### src/rtl/step_ctrl_pkg.sv
// Shared types and default sizes for the step controller.
// Optional macro STEP_DEBOUNCE_EN is consumed by key_sync and step_ctrl.
package step_ctrl_pkg;

  typedef enum logic [1:0] {
    PAUSED  = 2'b00,
    RUNNING = 2'b01,
    STEP    = 2'b10
  } state_t;

  localparam int DIV_W_DEF = 32;
  localparam int SEL_W_DEF = 5;
  localparam int CNT_W_DEF = 8;

endpackage

### src/rtl/key_sync.sv
// Pushbutton conditioning: 2-FF synchronizer, optional debounce and falling-edge detect.
// Macro STEP_DEBOUNCE_EN enables the DB_CYCLES stability filter.
module key_sync
`ifdef STEP_DEBOUNCE_EN
  #(parameter int DB_CYCLES = 500000)
`endif
(
  input  logic clk,
  input  logic reset,
  input  logic key_n,
  output logic press
);

  logic sync1;
  logic sync2;
  logic filt;
  logic lvl_q;

  always_ff @(posedge clk) begin
    if (reset) begin
      sync1 <= 1'b1;
      sync2 <= 1'b1;
    end else begin
      sync1 <= key_n;
      sync2 <= sync1;
    end
  end

`ifdef STEP_DEBOUNCE_EN
  localparam int DB_W = $clog2(DB_CYCLES) + 1;
  logic [DB_W-1:0] db_cnt;

  // The filtered level only follows the synchronized level after it has
  // disagreed for DB_CYCLES consecutive cycles.
  always_ff @(posedge clk) begin
    if (reset) begin
      filt   <= 1'b1;
      db_cnt <= '0;
    end else if (sync2 == filt) begin
      db_cnt <= '0;
    end else if (db_cnt == DB_W'(DB_CYCLES - 1)) begin
      filt   <= sync2;
      db_cnt <= '0;
    end else begin
      db_cnt <= db_cnt + DB_W'(1);
    end
  end
`else
  assign filt = sync2;
`endif

  always_ff @(posedge clk) begin
    if (reset) begin
      lvl_q <= 1'b1;
      press <= 1'b0;
    end else begin
      lvl_q <= filt;
      press <= lvl_q & ~filt;
    end
  end

endmodule

### src/rtl/step_ctrl.sv
// Tick sequencer: free-run at a selectable rate, pause, or single-step from a key.
// Macro STEP_DEBOUNCE_EN adds the DB_CYCLES key debounce filter.
module step_ctrl
  import step_ctrl_pkg::*;
#(
  parameter int DIV_W = DIV_W_DEF,
  parameter int SEL_W = SEL_W_DEF,
  parameter int CNT_W = CNT_W_DEF
`ifdef STEP_DEBOUNCE_EN
  , parameter int DB_CYCLES = 500000
`endif
) (
  input  logic             clk,
  input  logic             reset,
  input  logic             run_sw,
  input  logic             step_key_n,
  input  logic [SEL_W-1:0] rate_sel,
  output logic             tick,
  output logic [CNT_W-1:0] tick_count,
  output logic [1:0]       state_o,
  output logic             running
);

  state_t           state_q;
  state_t           state_d;
  logic             tick_d;
  logic             press;
  logic [DIV_W-1:0] rate_cnt;
  logic [DIV_W-1:0] rate_mask;
  logic [SEL_W:0]   shamt;

`ifdef STEP_DEBOUNCE_EN
  key_sync #(.DB_CYCLES(DB_CYCLES)) u_key_sync (
`else
  key_sync u_key_sync (
`endif
    .clk   (clk),
    .reset (reset),
    .key_n (step_key_n),
    .press (press)
  );

  // Shifts of DIV_W or more give an all-ones mask, i.e. the slowest rate.
  always_comb begin
    shamt     = {1'b0, rate_sel} + (SEL_W + 1)'(1);
    rate_mask = ~({DIV_W{1'b1}} << shamt);
  end

  always_comb begin
    state_d = state_q;
    tick_d  = 1'b0;
    case (state_q)
      PAUSED: begin
        if (run_sw)     state_d = RUNNING;
        else if (press) state_d = STEP;
      end
      STEP: begin
        state_d = run_sw ? RUNNING : PAUSED;
      end
      RUNNING: begin
        if (!run_sw) state_d = PAUSED;
        else         tick_d  = ((rate_cnt & rate_mask) == rate_mask);
      end
      default: state_d = PAUSED;
    endcase
    if (state_d == STEP) tick_d = 1'b1;
  end

  always_ff @(posedge clk) begin
    if (reset) begin
      state_q    <= PAUSED;
      tick       <= 1'b0;
      tick_count <= '0;
      rate_cnt   <= '0;
    end else begin
      state_q    <= state_d;
      tick       <= tick_d;
      tick_count <= tick_count + CNT_W'(tick);
      // Every entry into RUNNING restarts the period from zero.
      if (state_q != RUNNING && state_d == RUNNING) rate_cnt <= '0;
      else if (state_q == RUNNING)                  rate_cnt <= rate_cnt + DIV_W'(1);
    end
  end

  assign state_o = state_q;
  assign running = (state_q == RUNNING);

endmodule

### config.mk
export PLATFORM = sky130hd
export DESIGN_NAME = step_ctrl
export DESIGN_NICKNAME = d
export VERILOG_FILES = /design/src/rtl/step_ctrl_pkg.sv /design/src/rtl/key_sync.sv /design/src/rtl/step_ctrl.sv
export SDC_FILE = /design/constraint.sdc
export NUM_CORES = 1
export LEC_CHECK = 0
export ABC_AREA = 1
export ABC_CLOCK_PERIOD_IN_PS = 1600
export CORE_MARGIN = 1.5
export CORE_UTILIZATION = 40
export CTS_CLUSTER_DIAMETER = 40
export DETAILED_ROUTE_END_ITERATION = 7
export PLACE_DENSITY_LB_ADDON = 0.15
export SYNTH_ARGS = -nofsm -noshare
export SYNTH_HDL_FRONTEND = slang
export SYNTH_SLANG_ARGS = --single-unit
### constraint.sdc
create_clock -name clk -period 1.6 [get_ports clk]
set_input_delay 0.16 -clock clk [delete_from_list [all_inputs] [get_ports clk]]
set_output_delay 0.16 -clock clk [all_outputs]
set_load 0.01 [all_outputs]
Word level (Yosys, flattened, before mapping)
Index checks and enable logic that the tools add are counted.
{ "totals": {"regBits": 47, "output_inout_bits": 12, "wordCells": 33} }
{ "classes": {"addsub": 3, "n_eq_ne": 6, "n_shift": 1, "n_mux": 8, "n_bitwise": 4, "reduce_logical": 3} }
{ "ops": {"columns": ["cell", "n"], "rows": [
  ["adder 32 x 1 -> 32 bit, second input constant", 1],
  ["bitwise AND 32 bit", 1],
  ["equality test 32 bit", 1],
  ["inverter 32 bit", 1],
  ["<< shifter 32 x 6 -> 32 bit, first input constant", 1],
  ["adder 8 x 1 -> 8 bit", 1],
  ["adder 5 x 1 -> 6 bit, second input constant", 1],
  ["2-to-1 mux 2 bit", 3],
  ["one-hot mux 2 bit (3 select lines)", 1],
  ["equality test 2 x 1 -> 1 bit, second input constant", 2],
  ["equality test 2 bit, second input constant", 2],
  ["2-to-1 mux 1 bit", 4],
  ["zero test 2 bit", 1],
  ["inequality test 2 x 1 -> 1 bit, second input constant", 1],
  ["OR reduction 2 bit", 1],
  ["bitwise AND 1 bit", 1],
  ["logical AND 1 bit", 1],
  ["inverter 1 bit", 1]
]} }

Logic depth before layout (Yosys ltp)
{ "logic_depth": {"ltp_word": 8, "ltp_mapped": 13, "depth_no_buf": 13} }

Modules after synthesis
From an unflattened synthesis, not the netlist that was laid out.
{ "unflattened": {"hier_cells": 446, "hier_area_um2": 2862.7} }
{ "by_module_without_submodules": {"columns": ["mod", "n_inst", "cells_each", "area_each_um2", "seq_area_each_um2"], "rows": [
  ["step_ctrl", 1, 436, 2752.6, 860.8],
  ["key_sync", 1, 10, 110.1, 80.1]
]} }

Worst setup path before layout
OpenSTA, ideal clock, no wires.
{ "synth_timing": {"path_kind": "register -> register", "start": "register state_q[0], in the netlist state_o[0]", "end": "register rate_cnt[26]", "arrival_time_ns": 1.427, "required_ns": 1.482, "slack_ns": 0.055, "path_stages_with_launch": 10, "path_cell_list": "dfxtp_1 inv_2 nor2_4 nand3_4 nor2_4 nand4_2 nor2_1 nand3_1 o21ai_1 a21oi_1"} }
{ "synth_via": {"elab_cells_between_ends": 11, "classes_between": "4 x eq/ne; 4 x mux; 3 x reduce/logical"} }
{ "synth_rtl": {"columns": ["element", "line_no", "rtl"], "rows": [
  ["start, declared", "step_ctrl.sv:24", "state_t state_q;"],
  ["start signal, assigned", "step_ctrl.sv:76", "state_q <= state_d;"],
  ["equality test 2 x 1 -> 1 bit *", null, null],
  ["net running", "step_ctrl.sv:21", "output logic running"],
  ["one-hot mux 2 bit (3 select lines)", "step_ctrl.sv:52", "case (state_q)"],
  ["equality test 2 x 1 -> 1 bit", "step_ctrl.sv:80", "if (state_q != RUNNING && state_d == RUNNING) rate_cnt <= '0;"],
  ["logical AND 1 bit", "step_ctrl.sv:80", null],
  ["OR reduction 2 bit (no source line)", null, null],
  ["end signal, assigned", "step_ctrl.sv:81", "else if (state_q == RUNNING) rate_cnt <= rate_cnt + DIV_W'(1);"],
  ["end, declared", "step_ctrl.sv:28", "logic [DIV_W-1:0] rate_cnt;"]
]} }
The timed path passes the listed nets; every way through them passes the cells marked *.
A chain may end at the register's enable or synchronous reset.

Worst setup path in the final report
{ "layout_timing": {"start": "register state_q[0], in the netlist state_o[0]", "end": "register rate_cnt[30]"} }
{ "layout_via": {"elab_chain_cells": 6, "elab_cells_between_ends": 11, "classes_between": "4 x eq/ne; 4 x mux; 3 x reduce/logical"} }
{ "layout_lines": {"columns": ["element", "line_no", "rtl"], "rows": [
  ["2-to-1 mux 2 bit", "step_ctrl.sv:55", "else if (press) state_d = STEP;"],
  ["2-to-1 mux 2 bit", "step_ctrl.sv:54", "if (run_sw) state_d = RUNNING;"],
  ["one-hot mux 2 bit (3 select lines)", "step_ctrl.sv:52", null],
  ["equality test 2 x 1 -> 1 bit", "step_ctrl.sv:80", null],
  ["logical AND 1 bit", "step_ctrl.sv:80", null],
  ["OR reduction 2 bit (no source line)", null, null]
]} }
Several ways; a longest one is shown, not always the timed one.

==> results.json <==
{
  "ioPinCount": 21,
  "fin_crit_ns": 1.60,
  "synthTopCellsByArea": "dfxtp_1 (34%), nand2_1 (13%), inv_1 (8.8%)",
  "crit_cells": 10,
  "dp.cells": 563,
  "maxSlewViolCount": 0,
  "ys_seq_elements": 47,
  "synth_fp_nets": 439,
  "wire_per_inst_microns": 13.1,
  "ys_seq_area_share_pct": 34.1,
  "layout_common_cells": "nand2_1 (88), inv_1 (64), buf_4 (53)",
  "dp_hpwl_mm": 5.78,
  "holdPathStages": 2,
  "num-nets-final": 516,
  "critPathMaxStageDelay_ns": 0.36,
  "crit_chain": "inv_2 > nor2_4 > nand3_4 > nor2_4 > nand2_2 > nor2_4 > and2_4 > nand3_2 > o21ai_2 > nor2_1",
  "cp_data_arrival_time_ns": 1.80,
  "drcViolationCount": 0,
  "synthFlopType": "dfxtp_1",
  "drive_gt1_share_pct": 26.2,
  "drtIter0Drc": 103,
  "drv_cap": 0,
  "multi_input_comb_area_sq_um": 1760,
  "rsz0062_at_grt": "yes",
  "antenna_found_initial": 0,
  "setup_viol": 0,
  "core_area_sq_um": 6720,
  "final_antenna_net_count": 0,
  "worstHoldPathType": "input pin to flop",
  "status": "completed",
  "grt_pass1_vias": 2657,
  "seqCellArea_sq_um": 956,
  "initial_core_util_pct": 41.1,
  "synthCells": 422,
  "postSynthAreaPerCell_sq_um": 6.54,
  "crit_type": "flop to flop",
  "diodes": 0,
  "setup_tns_ns": 0,
  "clock-sinks": 47,
  "synth_cell_types": 32,
  "worst_pin_slew_ns": 0.254,
  "wl_mm": 7.58,
  "utilization_pct": 57.0,
  "clock_latency_ns": 0.31,
  "track_usage_pct": 21.2,
  "yosysTopAreaCell": "dfxtp_1",
  "via_per_inst": 4.98,
  "cpLargestDelayFamily": "simple AND/OR/NAND/NOR gates",
  "area_delta_synth_final_pct": 38.7,
  "crit_fanout": 4,
  "cts_buffers": 5,
  "grt_max_degree": 16,
  "synth_edf_count": 0,
  "maxSlewHeadroom_pct": 83.0,
  "final_common_cell": "nand2_1",
  "cts_root_buf": "clkbuf_8",
  "required_ns": 1.80,
  "cts_tree": "built",
  "cp-start-kind": "flop",
  "vias": 2889,
  "overflow": 0,
  "clk_pin_slew_ns": 0.09,
  "nFillCells": 638,
  "finClkSkew_ns": 0.00857,
  "async_reset_ff_share_pct": 0,
  "rows": 30,
  "crit_path_frequent_cell": "nor2_4",
  "max_freq_mhz": 626,
  "critPathCaptureType": "flop",
  "clockBufferDepth": 2,
  "first_pass_iters": 4,
  "p_leak_nw": 1.58,
  "syn_area_sq_um": 2760,
  "layout.cells.non_filler": 580,
  "cp_num_buf_inv": 1,
  "rr_worst_depth": 10,
  "grt_pass1_wl_mm": 12.3,
  "power_density_nw_per_um2": 668,
  "min_period_over_period_pct": 99.8,
  "ir_drop_mv": 0.468,
  "dieHeight_microns": 86.1,
  "die_area_sq_um": 7410,
  "yosysWarnings": 0,
  "die_x_microns": 86.1,
  "hold_viol": 0,
  "port_buffers": 20,
  "slowest_stage": "dfxtp_2",
  "synth_top_area_share_pct": 34.1,
  "cts_htree_levels": 2,
  "gp_congestion": 1.01
}
-- cell families after synthesis --
logic type / share of synthesized area, %
adder cells (fa/ha/maj): 3.62
AO/OA/AOI/OAI: 12.4
flip-flops: 34.1
buffers and inverters: 9.97
AND/OR/NAND/NOR: 37.4
XOR/XNOR: 2.54
-- report_power, final --
part	total, mW	internal (mW)	switching [mW]
Sequential	1.18	1.18	0.00682
Clock	1.05	0.623	0.428
Combinational	0.327	0.144	0.183
-- state kept, by name (all words and copies together) (netlist names) --
register,count
u_key_sync.lvl_q,1
u_key_sync.press,1
u_key_sync.filt,1
state_o,2
tick,1
rate_cnt,32
tick_count,8
u_key_sync.sync1,1
-- worst paths after layout --
| path | from | endpoint | slack, ns |
|---|---|---|---|
| hold reg to reg | u_key_sync.lvl_q$_SDFF_PP1_ | u_key_sync.press$_SDFF_PP0_ | 0.42 |
| setup reg to reg | state_o[0]$_SDFF_PP0_ | rate_cnt[30]$_SDFFE_PP0P_ | 0.003 |
| setup / recovery | state_o[0]$_SDFF_PP0_ | rate_cnt[30]$_SDFFE_PP0P_ | 0.003 |
| hold / removal | step_key_n | u_key_sync.sync1$_SDFF_PP1_ | 0.42 |
-- cell type report --
cell class / instances / area share [%]
multi-input cells: 303 / 46.0
inverters: 67 / 6.56
clock buffers: 5 / 1.80
flip-flops and latches: 47 / 25.0
clock inverters: 3 / 1.76
well taps: 80 / 2.61
repair buffers: 75 / 16.3
-- repair_timing --
item,in CTS,in global routing
hold buffers,0,0
pin swaps,11,28
gates resized for setup,18,51
endpoints found under the setup margin,9,17
setup buffers,2,7
cloned,0,0
-- through the flow --
| stage | power, mW | hold WS (ns) | setup slack [ns] | cell area (sq um) |
|---|---|---|---|---|
| after floorplan | 1.36 | 0.264 | 0.0546 | 2760 |
| after global placement | 1.49 | 0.402 | -0.535 | 3380 |
| after detailed placement | 1.49 | 0.399 | -0.529 | 3380 |
| after CTS | 2.55 | 0.413 | -0.0971 | 3590 |
| after global routing | 2.65 | 0.438 | -0.0852 | 3830 |
| final | 2.56 | 0.415 | 0.00330 | 3830 |
-- metal layers --
layer	share of wire [%]	GRT usage [%]	vias to the layer above	wire (microns)
li1	-	-	1508	-
met1	44	26.6	1286	3320
met2	48	36.1	72	3650
met3	4.9	3.37	23	372
met4	3.1	8.80	0	238
met5	0	0	-	0
-- synthesized netlist by cell type, types with 6 or more instances --
cell	n
dfxtp_1	47
nor3_1	13
nor2_2	7
nor2_1	53
nand2_1	96
o21ai_0	28
a21oi_1	29
ha_1	8
inv_1	65
nand3_1	23
nand4_1	8
xor2_1	6
Power figures use the tool's default switching activity.
